--- src/rtl/lap_timer_pkg.sv ---
// Shared types and helpers for the lap_timer mm:ss stopwatch/countdown block.
package lap_timer_pkg;

  typedef enum logic [1:0] {ST_IDLE, ST_RUN, ST_PAUSED, ST_EXPIRED} state_t;

  localparam int DIGIT_W = 4;

  typedef logic [DIGIT_W-1:0] bcd_t;
  typedef logic [15:0]        lap_t;

  // Saturate each nibble at 9 first, then the two-digit value at max_val.
  function automatic logic [7:0] clamp_bcd(input logic [7:0] v, input int unsigned max_val);
    int unsigned tens;
    int unsigned ones;
    int unsigned val;
    tens = (v[7:4] > 4'd9) ? 32'd9 : 32'(v[7:4]);
    ones = (v[3:0] > 4'd9) ? 32'd9 : 32'(v[3:0]);
    val  = tens * 10 + ones;
    if (val > max_val) val = max_val;
    return {bcd_t'(val / 10), bcd_t'(val % 10)};
  endfunction

endpackage

--- src/rtl/bcd_mmss_counter.sv ---
// Four-digit BCD mm:ss counter with up/down stepping, wrap at MAX_MIN:59 and preset load.
module bcd_mmss_counter
  import lap_timer_pkg::*;
#(
  parameter int MAX_MIN = 59
) (
  input  logic clk1sec,
  input  logic rst,
  input  logic clear,
  input  logic load,
  input  lap_t load_val,
  input  logic tick,
  input  logic down,
  output lap_t cur_time,
  output logic at_max,
  output logic at_zero,
  output logic at_one
);

  localparam bcd_t MAX_TENS = bcd_t'(MAX_MIN / 10);
  localparam bcd_t MAX_ONES = bcd_t'(MAX_MIN % 10);

  lap_t cur_q, cur_d;
  bcd_t tm_q, om_q, ts_q, os_q;
  bcd_t tm_d, om_d, ts_d, os_d;

  assign {tm_q, om_q, ts_q, os_q} = cur_q;
  assign cur_time = cur_q;
  assign at_max   = (tm_q == MAX_TENS) && (om_q == MAX_ONES) && (ts_q == 4'd5) && (os_q == 4'd9);
  assign at_zero  = (cur_q == 16'h0000);
  assign at_one   = (cur_q == 16'h0001);

  // Carry/borrow ripple: seconds ones 0..9, seconds tens 0..5, minutes plain BCD.
  always_comb begin
    tm_d = tm_q;
    om_d = om_q;
    ts_d = ts_q;
    os_d = os_q;
    if (clear) begin
      {tm_d, om_d, ts_d, os_d} = 16'h0000;
    end else if (load) begin
      {tm_d, om_d, ts_d, os_d} = load_val;
    end else if (tick && !down) begin
      if (at_max) begin
        {tm_d, om_d, ts_d, os_d} = 16'h0000;
      end else if (os_q != 4'd9) begin
        os_d = os_q + 4'd1;
      end else begin
        os_d = 4'd0;
        if (ts_q != 4'd5) begin
          ts_d = ts_q + 4'd1;
        end else begin
          ts_d = 4'd0;
          if (om_q != 4'd9) begin
            om_d = om_q + 4'd1;
          end else begin
            om_d = 4'd0;
            tm_d = tm_q + 4'd1;
          end
        end
      end
    end else if (tick && down && !at_zero) begin
      if (os_q != 4'd0) begin
        os_d = os_q - 4'd1;
      end else begin
        os_d = 4'd9;
        if (ts_q != 4'd0) begin
          ts_d = ts_q - 4'd1;
        end else begin
          ts_d = 4'd5;
          if (om_q != 4'd0) begin
            om_d = om_q - 4'd1;
          end else begin
            om_d = 4'd9;
            tm_d = tm_q - 4'd1;
          end
        end
      end
    end
    cur_d = {tm_d, om_d, ts_d, os_d};
  end

  always_ff @(posedge clk1sec or posedge rst) begin
    if (rst) cur_q <= '0;
    else     cur_q <= cur_d;
  end

endmodule

--- src/rtl/lap_timer.sv ---
// Up/down mm:ss lap timer: run/pause FSM, preset load, countdown expiry and lap-capture FIFO.
module lap_timer
  import lap_timer_pkg::*;
#(
  parameter int MAX_MIN   = 59,
  parameter int LAP_DEPTH = 4,
  parameter int DOWN_EN   = 1
) (
  input  logic                       clk1sec,
  input  logic                       rst,
  input  logic                       en,
  input  logic                       start_stop,
  input  logic                       lap,
  input  logic                       clear,
  input  logic                       load,
  input  logic                       mode_down,
  input  logic [7:0]                 load_min,
  input  logic [7:0]                 load_sec,
  output logic [3:0]                 tenmin,
  output logic [3:0]                 onemin,
  output logic [3:0]                 tensec,
  output logic [3:0]                 onesec,
  output logic                       running,
  output logic                       expired,
  output logic                       wrapped,
  input  logic                       lap_rd,
  output logic [15:0]                lap_data,
  output logic [$clog2(LAP_DEPTH):0] lap_count,
  output logic                       lap_ovf
);

  localparam int PTR_W = $clog2(LAP_DEPTH);
  localparam int CNT_W = PTR_W + 1;

  state_t            state_q, state_d;
  logic              mode_q, mode_d;
  logic              wrapped_q, wrapped_d;
  logic              lap_ovf_q, lap_ovf_d;
  logic [PTR_W-1:0]  wr_ptr_q, wr_ptr_d, rd_ptr_q, rd_ptr_d;
  logic [CNT_W-1:0]  cnt_q, cnt_d;
  lap_t              mem_q [LAP_DEPTH];
  lap_t              mem_d [LAP_DEPTH];
  lap_t              lap_data_q, lap_data_d;

  logic clear_ev, load_ev, ss_ev, tick, new_mode;
  logic lap_acc, pop, push, full;
  logic at_max, at_zero, at_one;
  lap_t cur_time, load_val;

  assign new_mode = (DOWN_EN != 0) && mode_down;
  assign load_val = {clamp_bcd(load_min, MAX_MIN), clamp_bcd(load_sec, 59)};

  // Event decode in priority order; load is honoured out of EXPIRED so a preset can leave it.
  always_comb begin
    clear_ev = en && clear;
    load_ev  = en && load && !clear_ev && (state_q != ST_RUN);
    ss_ev    = en && start_stop && !clear_ev && !load_ev && (state_q != ST_EXPIRED);
    tick     = (state_q == ST_RUN) && !clear_ev && !ss_ev;
  end

  bcd_mmss_counter #(.MAX_MIN(MAX_MIN)) u_counter (
    .clk1sec  (clk1sec),
    .rst      (rst),
    .clear    (clear_ev),
    .load     (load_ev),
    .load_val (load_val),
    .tick     (tick),
    .down     (mode_q),
    .cur_time (cur_time),
    .at_max   (at_max),
    .at_zero  (at_zero),
    .at_one   (at_one)
  );

  always_comb begin
    state_d   = state_q;
    mode_d    = mode_q;
    wrapped_d = wrapped_q;
    if (clear_ev) begin
      state_d   = ST_IDLE;
      mode_d    = new_mode;
      wrapped_d = 1'b0;
    end else if (load_ev) begin
      if (state_q == ST_EXPIRED) state_d = ST_IDLE;
      mode_d    = new_mode;
      wrapped_d = 1'b0;
    end else if (ss_ev) begin
      if (state_q == ST_RUN)        state_d = ST_PAUSED;
      else if (mode_q && at_zero)   state_d = ST_EXPIRED;
      else                          state_d = ST_RUN;
    end else if (tick) begin
      if (mode_q && at_one)         state_d = ST_EXPIRED;
      else if (!mode_q && at_max)   wrapped_d = 1'b1;
    end
  end

  // A pop frees a slot in the same edge, so a full FIFO can still accept a lap alongside a read.
  always_comb begin
    lap_acc    = en && lap && ((state_q == ST_RUN) || (state_q == ST_PAUSED));
    full       = (cnt_q == CNT_W'(LAP_DEPTH));
    pop        = lap_rd && (cnt_q != '0);
    push       = lap_acc && (!full || pop);
    mem_d      = mem_q;
    wr_ptr_d   = wr_ptr_q;
    rd_ptr_d   = rd_ptr_q;
    cnt_d      = cnt_q;
    lap_data_d = lap_data_q;
    lap_ovf_d  = lap_ovf_q;
    if (push) begin
      mem_d[wr_ptr_q] = cur_time;
      wr_ptr_d        = wr_ptr_q + PTR_W'(1);
    end
    if (pop) begin
      lap_data_d = mem_q[rd_ptr_q];
      rd_ptr_d   = rd_ptr_q + PTR_W'(1);
    end
    if (push && !pop)      cnt_d = cnt_q + CNT_W'(1);
    else if (pop && !push) cnt_d = cnt_q - CNT_W'(1);
    if (clear_ev)                  lap_ovf_d = 1'b0;
    else if (lap_acc && full && !pop) lap_ovf_d = 1'b1;
  end

  always_ff @(posedge clk1sec or posedge rst) begin
    if (rst) begin
      state_q    <= ST_IDLE;
      mode_q     <= 1'b0;
      wrapped_q  <= 1'b0;
      lap_ovf_q  <= 1'b0;
      wr_ptr_q   <= '0;
      rd_ptr_q   <= '0;
      cnt_q      <= '0;
      mem_q      <= '{default: '0};
      lap_data_q <= '0;
    end else begin
      state_q    <= state_d;
      mode_q     <= mode_d;
      wrapped_q  <= wrapped_d;
      lap_ovf_q  <= lap_ovf_d;
      wr_ptr_q   <= wr_ptr_d;
      rd_ptr_q   <= rd_ptr_d;
      cnt_q      <= cnt_d;
      mem_q      <= mem_d;
      lap_data_q <= lap_data_d;
    end
  end

  assign {tenmin, onemin, tensec, onesec} = cur_time;
  assign running   = (state_q == ST_RUN);
  assign expired   = (state_q == ST_EXPIRED);
  assign wrapped   = wrapped_q;
  assign lap_data  = lap_data_q;
  assign lap_count = cnt_q;
  assign lap_ovf   = lap_ovf_q;

endmodule

--- config.mk ---
export PLATFORM = sky130hd
export DESIGN_NAME = lap_timer
export DESIGN_NICKNAME = d
export VERILOG_FILES = /design/src/rtl/lap_timer_pkg.sv /design/src/rtl/bcd_mmss_counter.sv /design/src/rtl/lap_timer.sv
export SDC_FILE = /design/constraint.sdc
export NUM_CORES = 1
export LEC_CHECK = 0
export ABC_AREA = 1
export CAP_MARGIN = 20
export CORE_MARGIN = 2
export CORE_UTILIZATION = 30
export CTS_CLUSTER_DIAMETER = 30
export DETAILED_ROUTE_END_ITERATION = 10
export DONT_BUFFER_PORTS = 1
export GPL_ROUTABILITY_DRIVEN = 0
export MAX_ROUTING_LAYER = met4
export SYNTH_ARGS = -nofsm -noshare
export SYNTH_HDL_FRONTEND = slang
export SYNTH_SLANG_ARGS = --single-unit
--- constraint.sdc ---
create_clock -name clk1sec -period 4.3 [get_ports clk1sec]
set_input_delay 1.075 -clock clk1sec [delete_from_list [all_inputs] [get_ports clk1sec]]
set_output_delay 1.075 -clock clk1sec [all_outputs]
set_load 0.05 [all_outputs]
Word level (Yosys, flattened, before mapping)
Cells that the tools add are included.
{"block": "word_totals", "regBits": 108, "in_bits": 25, "out_inout_bits": 39, "word_cells": 196}
{"block": "classes", "addsub": 14, "n_mul": 2, "div_mod_pow": 4, "order_cmp": 9, "eq_ne": 23, "muxes": 70, "bitwise": 2, "reduce_logical": 56}
{"op": "4-bit two-way mux", "count": 42}
{"op": "64-bit bitwise mux", "count": 1}
{"op": "32-bit by 4-bit divider with 32-bit output, second input constant", "count": 2}
{"op": "32-bit by 4-bit modulo with 32-bit output, second input constant", "count": 2}
{"op": "16-bit two-way mux", "count": 3}
{"op": "16-bit binary-select mux with 2-bit select", "count": 1}
{"op": "16-bit demux with 2-bit select", "count": 1}
{"op": "32-bit two-way mux", "count": 1}
{"op": "1-bit logical AND", "count": 28}
{"op": "4-bit nonzero test", "count": 6}
{"op": "8-bit by 4-bit adder with 9-bit output", "count": 2}
{"op": "9-bit by 6-bit > comparator with 1-bit output, second input constant", "count": 2}
{"op": "4-bit by 1-bit adder with 4-bit output, second input constant", "count": 4}
{"op": "16-bit by 1-bit equality test with 1-bit output, second input constant", "count": 1}
{"op": "4-bit > comparator, second input constant", "count": 4}
{"op": "16-bit zero test", "count": 1}
{"op": "2-bit two-way mux", "count": 8}
{"op": "4-bit by 3-bit != test with 1-bit output, second input constant", "count": 4}
{"op": "4-bit by 1-bit subtractor with 4-bit output, second input constant", "count": 4}
{"op": "5-bit != test, second input constant", "count": 3}
{"op": "4-bit by 3-bit multiplier with 7-bit output, second input constant", "count": 2}
{"op": "1-bit two-way mux", "count": 10}
{"op": "9-bit two-way mux", "count": 1}
{"op": "3-bit != test, second input constant", "count": 3}
{"op": "other kinds (23)", "count": 44}

Logic depth before layout (Yosys ltp)
Gate-level depths: netlist of the first run.
{"block": "depth", "depth_word": 15, "ltp_mapped": 31, "mapped_depth_nobuf": 31}

By module
From an unflattened synthesis of the first run, not the netlist that was laid out.
{"block": "unflattened", "hier_cells": 945, "hier_area_um2": 7342.0}
{"module": "lap_timer", "n_inst": 1, "cells_each": 694, "area_each_um2": 5580.4, "seq_area_each_um2": 2302.2}
{"module": "bcd_mmss_counter", "n_inst": 1, "cells_each": 251, "area_each_um2": 1761.7, "seq_area_each_um2": 400.4}

Worst setup path before layout of the first run
OpenSTA, ideal clock, no wires.
{"block": "synth_timing", "path_kind": "input port to flip-flop", "startpoint": "in load_sec[5]", "endpoint": "reg u_counter.cur_q[3] (netlist: u_counter.cur_time[3])", "setup_ns": 0.117, "arrival_time_ns": 4.089, "path_slack_ns": 0.095, "stages": 27, "path_buffers": 0, "path_cell_list": "inv_1 -> a21oi_1 -> nor2_1 -> ha_1 -> ha_1 -> fa_1 -> nand2_1 -> a21oi_1 -> nand2_1 -> xor2_1 -> nor2_2 -> nand3_2 -> nor2_2 -> nand3_2 -> nand2_2 -> nand2_1 -> nand2_1 -> inv_1 -> ha_1 -> inv_1 -> nand2_1 -> nand2_1 -> nand2_1 -> nand2_1 -> nand2_1 -> nand2_1 -> nand2_1"}
{"block": "synth_via", "elab_chain_cells": 9}
{"item": "start: declaration", "line_no": "lap_timer.sv:18", "source": "input logic [7:0] load_sec,"}
{"item": "4-bit > comparator", "line_no": "lap_timer_pkg.sv:16", "source": "tens = (v[7:4] > 4'd9) ? 32'd9 : 32'(v[7:4]);"}
{"item": "4-bit two-way mux *", "line_no": "lap_timer_pkg.sv:16"}
{"item": "4-bit by 3-bit multiplier with 7-bit output *", "line_no": "lap_timer_pkg.sv:18", "source": "val = tens * 10 + ones;"}
{"item": "8-bit by 4-bit adder with 9-bit output *", "line_no": "lap_timer_pkg.sv:18"}
{"item": "9-bit by 6-bit > comparator with 1-bit output", "line_no": "lap_timer_pkg.sv:19", "source": "if (val > max_val) val = max_val;"}
{"item": "9-bit two-way mux *", "line_no": "lap_timer_pkg.sv:19"}
{"item": "32-bit by 4-bit modulo with 32-bit output *", "line_no": "lap_timer_pkg.sv:20", "source": "return {bcd_t'(val / 10), bcd_t'(val % 10)};"}
{"item": "4-bit two-way mux *", "line_no": "bcd_mmss_counter.sv:41", "source": "end else if (load) begin"}
{"item": "4-bit two-way mux *", "line_no": "bcd_mmss_counter.sv:39", "source": "if (clear) begin"}
{"item": "end signal: assignment", "line_no": "bcd_mmss_counter.sv:85", "source": "else cur_q <= cur_d;"}
{"item": "end: declaration", "line_no": "bcd_mmss_counter.sv:23", "source": "lap_t cur_q, cur_d;"}
Mark *: on every way between the ends. The rest lies on a longest branch, timed or not.
A chain may end at the register's enable or synchronous reset.

Final worst setup path of the first run
{"block": "layout_timing", "startpoint": "in load_min[6]", "endpoint": "reg u_counter.cur_q[10] (netlist: u_counter.cur_time[10])"}
{"block": "layout_via", "elab_chain_cells": 9}
{"item": "start: declaration", "line_no": "lap_timer.sv:17", "source": "input logic [7:0] load_min,"}
{"item": "4-bit > comparator", "line_no": "lap_timer_pkg.sv:16"}
{"item": "4-bit two-way mux *", "line_no": "lap_timer_pkg.sv:16"}
{"item": "4-bit by 3-bit multiplier with 7-bit output *", "line_no": "lap_timer_pkg.sv:18"}
{"item": "8-bit by 4-bit adder with 9-bit output *", "line_no": "lap_timer_pkg.sv:18"}
{"item": "9-bit by 6-bit > comparator with 1-bit output", "line_no": "lap_timer_pkg.sv:19"}
{"item": "32-bit two-way mux *", "line_no": "lap_timer_pkg.sv:19"}
{"item": "32-bit by 4-bit modulo with 32-bit output *", "line_no": "lap_timer_pkg.sv:20"}
{"item": "4-bit two-way mux *", "line_no": "bcd_mmss_counter.sv:41"}
{"item": "4-bit two-way mux *", "line_no": "bcd_mmss_counter.sv:39"}
Marked as above.

==> results of run 1 <==
==> per-stage QoR <==
step | setup WS (ns) | setup TNS, ns | power, mW | utilization [%] | hold WS [ns]
2_1_floorplan | 0.0948 | 0 | 4.13 | - | 0.459
5_1_grt | -0.0171 | -0.0171 | 6.13 | 34.3 | 0.507
6_report | 0.295 | 0 | 5.63 | 34.3 | 0.488
3_3_place_gp | 0.00878 | 0 | 4.79 | 32.9 | 0.467
4_1_cts | 0.273 | 0 | 5.67 | 34.2 | 0.492
3_5_place_dp | -0.101 | -0.387 | 4.83 | 32.9 | 0.474
==> sequential cells by signal (all words and copies together), names as in the netlist <==
register / count
lap_count: 3
lap_data: 16
lap_ovf: 1
mem_q: 64
mode_q: 1
rd_ptr_q: 2
state_q: 2
u_counter.cur_time: 16
wr_ptr_q: 2
wrapped: 1
==> worst max-delay path, stage by stage <==
cell and delay, ns:
inv_1 0.05, a21oi_1 0.07, or2_2 0.29, ha_1 0.20
ha_1 0.20, fa_1 0.50, nand2_1 0.08, inv_2 0.10
nand3_1 0.09, nand2_1 0.08, nand3_1 0.13, nor2_2 0.18
nand2_1 0.11, nor2_1 0.18, inv_1 0.08, nand2_1 0.08
nand2_1 0.07, buf_4 0.14, o21ai_2 0.18, nand2_2 0.10
nand2_1 0.07, nand3_1 0.07, nand2_1 0.08, nand2_1 0.05
==> Yosys cell counts (3+ instances only) <==
cell type,count
o211ai_1,6
mux2_2,5
fa_1,5
nand2_2,10
xnor2_1,5
o21ai_1,5
nor2_4,3
a31oi_1,18
nor2_2,6
nor2_1,68
nand2_1,207
o21a_1,26
nor3_1,10
dfrtp_1,108
ha_1,36
o32ai_1,3
nand3_1,49
inv_1,131
a21oi_1,41
nand4_1,9
o21ai_0,85
xor2_1,17
clkbuf_1,34
a221oi_1,4
==> cell families (layout without fill, tap and decap cells) <==
group           after synthesis  in the layout
buf+inv                     173            190
mux                           5              5
fa+ha+maj                    41             41
compound gates              198            198
xor+xnor                     22             22
simple gates                375            375
flops                       108            108
==> layer usage <==
layer	wire, um	global-route usage, %	up-vias	part of all wire, %
met2	7920	23.9	111	46
met3	998	3.68	11	5.7
met5	0	-	-	0
met4	184	4.28	0	1.1
met1	8290	20.0	2751	48
li1	-	-	3017	-
==> area by class of cell <==
type                            count  share of cell area (%)
Tap cell                          285                    4.58
Inverter                          134                    6.50
Clock inverter                      7                   0.788
Sequential cell                   108                    34.7
Timing Repair Buffer               40                    3.86
Multi-Input combinational cell    641                    46.6
Clock buffer                        9                    2.89
==> path summary, 6_finish.rpt <==
kind | to | slack, ns | cells after the start
worst min register to register | mem_q[4] | 0.49 | 1
worst max register to register | u_counter.cur_time[14] | 1.10 | 18
worst max-delay path | u_counter.cur_time[10] | 0.29 | 24
max in group asynchronous | mem_q[2] | 2.72 | 2
worst min-delay path | mem_q[4] | 0.49 | 1
min in group asynchronous | mem_q[13] | 0.74 | 1
==> power groups by stage <==
stage          clock network (mW)  logic [mW]  registers (mW)
3_3_place_gp                    0        2.53            2.25
3_5_place_dp                    0        2.56            2.27
2_1_floorplan                   0        1.85            2.28
5_1_grt                     0.894        2.93            2.31
6_report                    0.824        2.57            2.23
4_1_cts                     0.846        2.58            2.24
==> timing repair <==
| action | CTS | global route |
|---|---|---|
| hold endpoints to repair | 0 | 0 |
| endpoints found under the setup margin | 0 | 4 |
| gates resized for setup | 0 | 4 |
| setup buffers | 0 | 1 |
==> key figures, run 1 <==
Status
  – Status: finished, final reports clean

Clock network
  – Clock sink count: 108
  – Clock slew at the register clock pins of the worst setup and hold paths: 0.08 ns
  – Root buffer cell: clkbuf_16
  – Hold Buf Count CTS: 0
  – CTS tree: yes
  – Max Buffers Root-to-Sink: 2
  – Worst-Skew Late Latency: 0.36 ns
  – Htree depth: 3
  – Total CTS buffers: 9

Yosys
  – Synth Area in Compound Gates: 16.7%
  – Ys Warns: 0
  – Synth Area in Simple Gates: 23.6%
  – Synth unique cells: 48
  – Ys flop type: dfrtp_1
  – Syn_area_per_cell: 7.55 um2
  – Post-synthesis mux area share: 0.809%
  – Number of synthesized register bits: 108
  – Post-synthesis cell count: 922
  – Net Count, Synth: 988
  – Leading area contributor after synthesis: dfrtp_1
  – Largest family of logic cells by synthesized area: simple AND/OR/NAND/NOR gates
  – Seq/Total Area, Yosys: 38.8%
  – Fraction of synthesized cell area taken by the top area cell type: 38.8%
  – Post-synthesis share of cell area spent on xor and xnor gates: 2.77%
  – Cell Area, Synth: 0.00696 mm2
  – Synth top area cells: dfrtp_1 39%, nand2_1 11%, inv_1 7.1%
  – Post-synthesis adder-cell area fraction: 7.91%
  – Synth async-reset ratio: 100%
  – Number of synthesized flops with an enable pin: 0

Worst setup path
  – Max FO, Critical Path: 6
  – Critical path origin: load_min[6]
  – Critical path arrival: 4.26 ns
  – Startpoint Class: input port
  – Crit path required time: 4.55 ns
  – Reg2reg start: u_counter.cur_time[5]
  – CP Capture Type: flop
  – Setup Crit Path Kind: input port to flop

Placement
  – Placed wire-length estimate: 12.9 mm
  – Port bufs: 0
  – DP Area: 0.00747 mm2
  – Post-Place Cells: 1207

Timing
  – Period utilization: 93.1%
  – Setup Skew: 0.0107 ns
  – RSZ-0062 raised after global routing: true
  – Worst slew pin tran: 0.926 ns
  – Number of setup violations in the final report: 0
  – Final Max Slew Viols: 0
  – Fin crit period: 4.01 ns
  – Final hold violation count: 0
  – Slew HR: 38.3%
  – Maximum clock frequency: 250 MHz

Power and ir drop
  – Clock share of power: 14.7%
  – Int Pwr: 2.81 mW
  – Seq pwr share: 39.7%
  – Comb pwr share: 45.7%
  – Worst vdd ir: 261 uV
  – Net Sw Frac: 50.0%
  – Net Sw Power: 2.81 mW
  – Power Dens Cells: 723 mW/mm2
  – Leak pwr: 3.73 nW

GRT
  – Antenna violations before repair: 0
  – Vias in the first global route: 5668
  – First-pass GRT wire length: 29.0 mm
  – Pin count of the biggest net entering global routing: 61
  – Tot GR Track Use: 15.3%
  – Grt ovf: 0

Floorplanning
  – Starting density of the core: 30.7%
  – Die Wd: 156 um
  – Row cnt: 55
  – Die area: 0.0244 mm2
  – Die height: 156 um
  – IO Pins: 64
  – Core Region: 0.0227 mm2

Final layout
  – Diodes inserted: 0
  – FILL cells: 2420
  – Footprint of the multi-input gates: 0.00363 mm2
  – Most frequent cells in the layout: 206 x nand2_1, 129 x inv_1, 108 x dfrtp_1
  – Share of layout cells above drive strength 1: 10.8%
  – Layout overhead on the synthesized area: 11.7%
  – Most common cell after layout, fill and taps aside: nand2_1
  – # nets final: 1000
  – FF/Latch Area: 0.00270 mm2
  – Cell Count, Final, Fillers Out: 1224
  – Post-Layout Inst Area: 0.00778 mm2

Detailed routing
  – Vias per cell: 4.81
  – Post-DRT Antenna Nets: 0
  – Initial DRC count: 399
  – Routed wire length: 17.4 mm
  – Wire per inst: 14.2 um
  – Vias post-DR: 5890
  – First-pass DRT Iterations: 5
  – DRC Markers: 0

Worst hold path
  – Hold path startpoint: mem_q[4]
  – Hold crit path type: flop to flop

Flow run
  – Max-cap violation count: 0
(Power assumes the default switching activity.)
==> run 2, diff against run 1 <==
--- a/config.mk
+++ b/config.mk
@@ -14,6 +14,8 @@
 export DONT_BUFFER_PORTS = 1
 export GPL_ROUTABILITY_DRIVEN = 0
 export MAX_ROUTING_LAYER = met4
+export REMOVE_ABC_BUFFERS = 1
 export SYNTH_ARGS = -nofsm -noshare
 export SYNTH_HDL_FRONTEND = slang
+export SYNTH_HIERARCHICAL = 1
 export SYNTH_SLANG_ARGS = --single-unit
==> run 2 against run 1 <==
Clock skew decreased by 0.0026 ns. Final cell count increased by 6.5%. Sequential share of layout area decreased by 2.9 points. Worst setup slack got worse by 0.058 ns. Sequential cell count unchanged. Register-to-register slack improved by 0.04 ns. Hold slack improved by 0.013 ns. Critical path type unchanged. Critical endpoint is now u_counter/cur_time[3]. Largest cell class unchanged. Largest power group is now sequential cells.
==> key figures, run 2 <==
Status
  – Status: finished, final reports clean

Yosys
  – Post-synthesis cell count: 945
  – Count leader, synth: nand2_1
  – Fraction of synthesized cell area taken by the top area cell type: 36.8%
  – Number of synthesized flops with an enable pin: 0
  – Number of synthesized register bits: 108
  – Most frequent cells after synthesis: 173 x nand2_1, 117 x inv_1, 108 x dfrtp_1
  – Synth async-reset ratio: 100%
  – Post-synthesis adder-cell area fraction: 7.50%
  – Seq/Total Area, Yosys: 36.8%
  – Largest family of logic cells by synthesized area: simple AND/OR/NAND/NOR gates
  – Post-synthesis share of cell area spent on xor and xnor gates: 1.79%
  – Ys Warns: 6
  – Synth Area in Compound Gates: 13.0%
  – Cell Area, Synth: 0.00734 mm2
  – Synth unique cells: 45
  – Post-synthesis mux area share: 5.06%
  – Syn_area_per_cell: 7.77 um2
  – Leading area contributor after synthesis: dfrtp_1
  – Synth top area cells: dfrtp_1 37%, nand2_1 8.8%, ha_1 6.1%
  – Synth Area in Simple Gates: 26.6%
  – Ys flop type: dfrtp_1

Placement
  – Placed wire-length estimate: 12.2 mm
  – Port bufs: 0

Final layout
  – Share of layout cells above drive strength 1: 22.2%
  – Footprint of the multi-input gates: 0.00416 mm2
  – Most flop-heavy register: mem_q
  – Most frequent cells in the layout: 163 x nand2_1, 109 x inv_1, 108 x dfrtp_1
  – # nets final: 1041
  – Most common cell after layout, fill and taps aside: nand2_1
  – FILL cells: 2496
  – Max reg flops: 64
  – FF/Latch Area: 0.00270 mm2
  – Diodes inserted: 0
  – Layout overhead on the synthesized area: 15.7%

Clock network
  – Total CTS buffers: 9
  – Clock slew at the register clock pins of the worst setup and hold paths: 0.07 ns
  – Root buffer cell: clkbuf_16
  – CTS tree: yes
  – Worst-Skew Late Latency: 0.35 ns
  – Clock sink count: 108
  – Htree depth: 3
  – Max Buffers Root-to-Sink: 2

Worst hold path
  – Hold crit path type: flop to flop
  – Hold Crit Endpoint: mem_q[51]
  – Worst hold path stage count: 1
  – Hold path startpoint: mem_q[51]

Detailed routing
  – Vias per cell: 4.68
  – Vias post-DR: 6100
  – Initial DRC count: 359
  – DRC Markers: 0
  – Wire per inst: 13.0 um
  – Routed wire length: 17.0 mm
  – First-pass DRT Iterations: 5
  – Post-DRT Antenna Nets: 0

Worst setup path
  – Startpoint Class: input port
  – Reg2reg start: state_q[1]
  – Critical path origin: load_sec[6]
  – Worst-case reg-to-reg path depth: 17
  – CP Capture Type: flop
  – Reg2Reg Setup Slack: 1.14 ns
  – Critical path arrival: 4.29 ns
  – Setup Crit Path Kind: input port to flop
  – R2R Path End: u_counter/cur_time[13]
  – Crit path required time: 4.53 ns
  – Max FO, Critical Path: 5

Power and ir drop
  – Seq pwr share: 43.3%
  – Net Sw Frac: 48.8%
  – Clock share of power: 15.5%
  – Leak pwr: 4.03 nW
  – Worst vdd ir: 242 uV
  – Int Pwr: 2.92 mW
  – Final Power: 5.70 mW
  – Net Sw Power: 2.78 mW
  – Power Dens Cells: 671 mW/mm2
  – Comb pwr share: 41.1%

Floorplanning
  – Row cnt: 57
  – Core Region: 0.0242 mm2
  – Die Wd: 160 um
  – Starting density of the core: 30.4%
  – IO Pins: 64
  – Die area: 0.0257 mm2
  – Die height: 160 um

Timing
  – Final hold violation count: 0
  – Maximum clock frequency: 246 MHz
  – Period utilization: 94.5%
  – Final Max Slew Viols: 0
  – Fin crit period: 4.06 ns
  – Worst slew pin tran: 0.994 ns
  – Number of setup violations in the final report: 0
  – RSZ-0062 raised after global routing: true
  – Slew HR: 33.8%
  – Post-route setup TNS: 0 ns
  – Setup Skew: 0.00815 ns

GRT
  – Antenna violations before repair: 0
  – Pin count of the biggest net entering global routing: 93
  – Tot GR Track Use: 13.7%
  – Vias in the first global route: 5806
  – First-pass GRT wire length: 28.6 mm
  – Grt ovf: 0

Flow run
  – Max-cap violation count: 0
run 2: cell type report:
cell class / instances / share of cell area (%)
clock buffer: 11 / 2.74
clock inverter: 5 / 0.987
inverter: 137 / 6.13
multi-input combinational: 669 / 49.0
sequential: 108 / 31.8
tap: 324 / 4.77
timing repair buffer: 50 / 4.57
run 2: critical path, cell delays in order:
cell	delay [ns]
inv_2	0.06
a21oi_4	0.07
or2_4	0.26
ha_4	0.17
ha_4	0.16
fa_2	0.56
nand2_1	0.06
inv_2	0.10
nand4_1	0.09
nand3_1	0.09
nand2_2	0.10
inv_2	0.08
nand4_2	0.10
buf_4	0.17
nor2_2	0.14
nand3_1	0.11
nand2_1	0.09
nand2_2	0.06
nand2_2	0.09
nand2_4	0.07
nand3_1	0.08
nand2_1	0.05
or2_2	0.28
nand3_1	0.08
o22ai_1	0.09
run 2: timing repair:
action / 4_1_cts / 5_1_grt
buffers inserted: 0 / 2
hold buffers: 0 / 0
gates resized for setup: 0 / 54
setup endpoints to repair: 0 / 6
run 2: logic make-up (layout without fill, tap and decap cells):
| group | Yosys count | in the layout |
|---|---|---|
| flip-flops | 108 | 108 |
| AO/OA/AOI/OAI | 177 | 177 |
| adder cells (fa/ha/maj) | 41 | 41 |
| buffers and inverters | 169 | 203 |
| XOR/XNOR | 15 | 15 |
| AND/OR/NAND/NOR | 401 | 401 |
| other | 1 | 2 |
| multiplexers | 33 | 33 |
run 2: power groups by stage:
| stage | registers, mW | clock network [mW] | logic, mW |
|---|---|---|---|
| after floorplan | 2.35 | 0 | 1.77 |
| after global placement | 2.48 | 0 | 2.26 |
| after detailed placement | 2.51 | 0 | 2.29 |
| after CTS | 2.49 | 0.910 | 2.31 |
| after global routing | 2.54 | 0.950 | 2.68 |
| final | 2.47 | 0.886 | 2.35 |
run 2: routing by layer:
metal | track usage [%] | part of all wire [%] | vias to the layer above
met2 | 22.7 | 48 | 89
li1 | - | - | 3145
met5 | - | 0 | -
met1 | 17.8 | 47 | 2850
met3 | 1.91 | 3.1 | 16
met4 | 3.48 | 1.4 | 0
run 2: worst max path at each step:
stage,to,cells after the start
6_report,u_counter/cur_time[3],25
5_1_grt,u_counter/cur_time[3],27
4_1_cts,u_counter/cur_time[11],29
3_5_place_dp,u_counter/cur_time[3],25
3_3_place_gp,u_counter/cur_time[3],27
2_1_floorplan,u_counter/cur_time[3],27
run 2: through the flow:
stage          instances  setup slack [ns]  hold slack, ns  area, um2  util [%]
2_1_floorplan        914           -0.0347           0.475       7190         -
3_3_place_gp        1286           -0.0655           0.483       7980      33.0
3_5_place_dp        1286            -0.177           0.490       7980      33.0
4_1_cts             1302             0.193           0.506       8290      34.3
5_1_grt             1304           -0.0388           0.509       8500      35.1
6_report            1304             0.236           0.502       8500      35.1
==> run 3, diff against run 2 <==
--- a/config.mk
+++ b/config.mk
@@ -7,7 +7,7 @@
 export LEC_CHECK = 0
 export ABC_AREA = 1
 export CAP_MARGIN = 20
-export CORE_MARGIN = 2
+export CORE_MARGIN = 8
 export CORE_UTILIZATION = 30
 export CTS_CLUSTER_DIAMETER = 30
 export DETAILED_ROUTE_END_ITERATION = 10
==> run 3 against run 2 <==
Sequential power hardly changed. Routed wire length is 0.27% higher. Final cell count hardly changed. Fmax is 0.14% lower. Die area is 16% higher. Critical path type unchanged. First-iteration DRC count is 11% higher. Cell area is 1.0% lower. Count of clock-buffer cells in the layout is 2 lower. Hold slack better by 0.0034 ns. Total power is 0.24% higher. Sequential share of layout area is 0.33 points higher.
==> key figures, run 3 (synthesis results as in run 2) <==
Worst hold path
  – Hold crit path type: flop to flop

Final layout
  – Max reg flops: 64
  – # nets final: 1042
  – Most frequent cells in the layout: 165 x nand2_1, 114 x inv_1, 108 x dfrtp_1
  – FILL cells: 2536
  – Most common cell after layout, fill and taps aside: nand2_1
  – Diodes inserted: 0
  – Layout overhead on the synthesized area: 14.5%
  – Cell Count, Final, Fillers Out: 1305
  – Most flop-heavy register: mem_q
  – Share of layout cells above drive strength 1: 20.7%
  – FF/Latch Area: 0.00270 mm2
  – Footprint of the multi-input gates: 0.00407 mm2

Clock network
  – Max Buffers Root-to-Sink: 2
  – Total CTS buffers: 9
  – Clock slew at the register clock pins of the worst setup and hold paths: 0.07 ns
  – Root buffer cell: clkbuf_16
  – Htree depth: 3
  – CTS tree: yes
  – Worst-Skew Late Latency: 0.35 ns
  – Clock sink count: 108

Detailed routing
  – First-pass DRT Iterations: 5
  – Routed wire length: 17.1 mm
  – Met3 routed WL: 760 um
  – DRC Markers: 0
  – Wire per inst: 13.1 um
  – Initial DRC count: 400
  – Post-DRT Antenna Nets: 0
  – Vias per cell: 4.71
  – DR WL met2: 8.28 mm
  – Vias post-DR: 6141
  – Uppermost routed layer: met4
  – Wl on met1: 7.90 mm

Power and ir drop
  – Worst vdd ir: 329 uV
  – Seq pwr share: 43.1%
  – Clock share of power: 16.0%
  – Final Power: 5.71 mW
  – Int Pwr: 2.92 mW
  – Net Sw Power: 2.79 mW
  – Comb pwr share: 40.9%
  – Leak pwr: 4.05 nW
  – Net Sw Frac: 48.8%
  – Power Dens Cells: 679 mW/mm2

Worst setup path
  – Max FO, Critical Path: 4
  – Crit path required time: 4.52 ns
  – Critical path arrival: 4.29 ns
  – CP Capture Type: flop
  – Startpoint Class: input port
  – Setup Crit Path Kind: input port to flop

Timing
  – Worst slew pin tran: 0.973 ns
  – Period utilization: 94.6%
  – Slew HR: 35.1%
  – Post-route setup TNS: 0 ns
  – Final Max Slew Viols: 0
  – Maximum clock frequency: 246 MHz
  – Setup Skew: 0.0105 ns
  – Number of setup violations in the final report: 0
  – Final hold violation count: 0
  – Fin crit period: 4.07 ns

Floorplanning
  – Die area: 0.0297 mm2
  – Die Wd: 172 um
  – Core Region: 0.0242 mm2
  – Starting density of the core: 30.4%
  – IO Pins: 64
  – Row cnt: 57
  – Die height: 172 um

Flow run
  – Max-cap violation count: 0

GRT
  – Vias in the first global route: 5927
  – First-pass GRT wire length: 28.7 mm
  – Pin count of the biggest net entering global routing: 48
  – Tot GR Track Use: 12.1%
  – Grt ovf: 0
  – Antenna violations before repair: 0

Placement
  – Post-Place Cells: 1287
  – Placed wire-length estimate: 12.6 mm
  – Port bufs: 0

Status
  – Status: finished, final reports clean
## run 3: cell count changes in the layout (fill, tap and decap cells not counted), sizes merged
cell and delta:
inv +3, clkinvlp -2, clkinv +1, clkbuf -2, buf +1
## run 3: power groups by stage
stage	Sequential (mW)	Clock (mW)	Combinational (mW)
floorplan	2.35	0	1.77
global placement	2.49	0	2.27
detailed placement	2.50	0	2.31
CTS	2.48	0.937	2.32
global route	2.55	0.980	2.67
finish	2.46	0.913	2.34
## run 3: timing repair
action | CTS | global route
endpoints found under the setup margin | 0 | 5
hold buffers | 0 | 0
setup buffers | 0 | 2
gates resized for setup | 0 | 30
## run 3: cell type report
cell class	instances	share of cell area, %
Clock inverter	7	1.25
Clock buffer	9	2.68
Inverter	137	6.19
Tap cell	324	4.82
Timing Repair Buffer	51	4.55
Multi-Input combinational cell	669	48.4
Sequential cell	108	32.1
## run 3: final timing paths
path,startpoint,end,slack [ns],depth (start not counted)
worst min register to register,mem_q[2],mem_q[2],0.51,1
worst max register to register,state_q[0],u_counter/cur_time[13],1.19,16
worst min-delay path,mem_q[2],mem_q[2],0.51,1
min in group asynchronous,rst,u_counter/cur_time[13],0.70,1
worst max-delay path,load_sec[5],u_counter/cur_time[3],0.23,26
max in group asynchronous,rst,mem_q[35],2.76,2
## run 3: layer usage
layer,global-route usage [%],up-vias
li1,-,3141
met1,15.1,2878
met2,20.1,111
met3,2.15,11
met4,2.77,0
met5,-,-
## run 3: critical path, cell delays in order
cell and delay (ns):
inv_1 0.07, a21oi_2 0.07, or2_2 0.29, ha_2 0.19, ha_2 0.18, fa_1 0.43, xnor2_1 0.34, nand4_1 0.16
nand2_2 0.14, inv_2 0.05, nand4_1 0.08, inv_1 0.05, nand2_2 0.07, nand2_2 0.06, nand2_2 0.08, nand2_1 0.06
inv_1 0.06, ha_2 0.16, inv_1 0.04, nand3_1 0.07, nand2_1 0.05, nand2_1 0.05, nand2_1 0.04, or2_2 0.28
nand3_1 0.08, o22ai_1 0.07
## run 3: per-stage QoR
stage	hold WS, ns	util (%)	setup WS [ns]	area [um2]
floorplan	0.475	-	-0.0347	7190
global placement	0.484	33.0	-0.0927	7970
detailed placement	0.490	33.0	-0.163	7970
CTS	0.508	34.3	0.204	8300
global route	0.515	34.8	-0.0142	8410
finish	0.505	34.8	0.231	8410
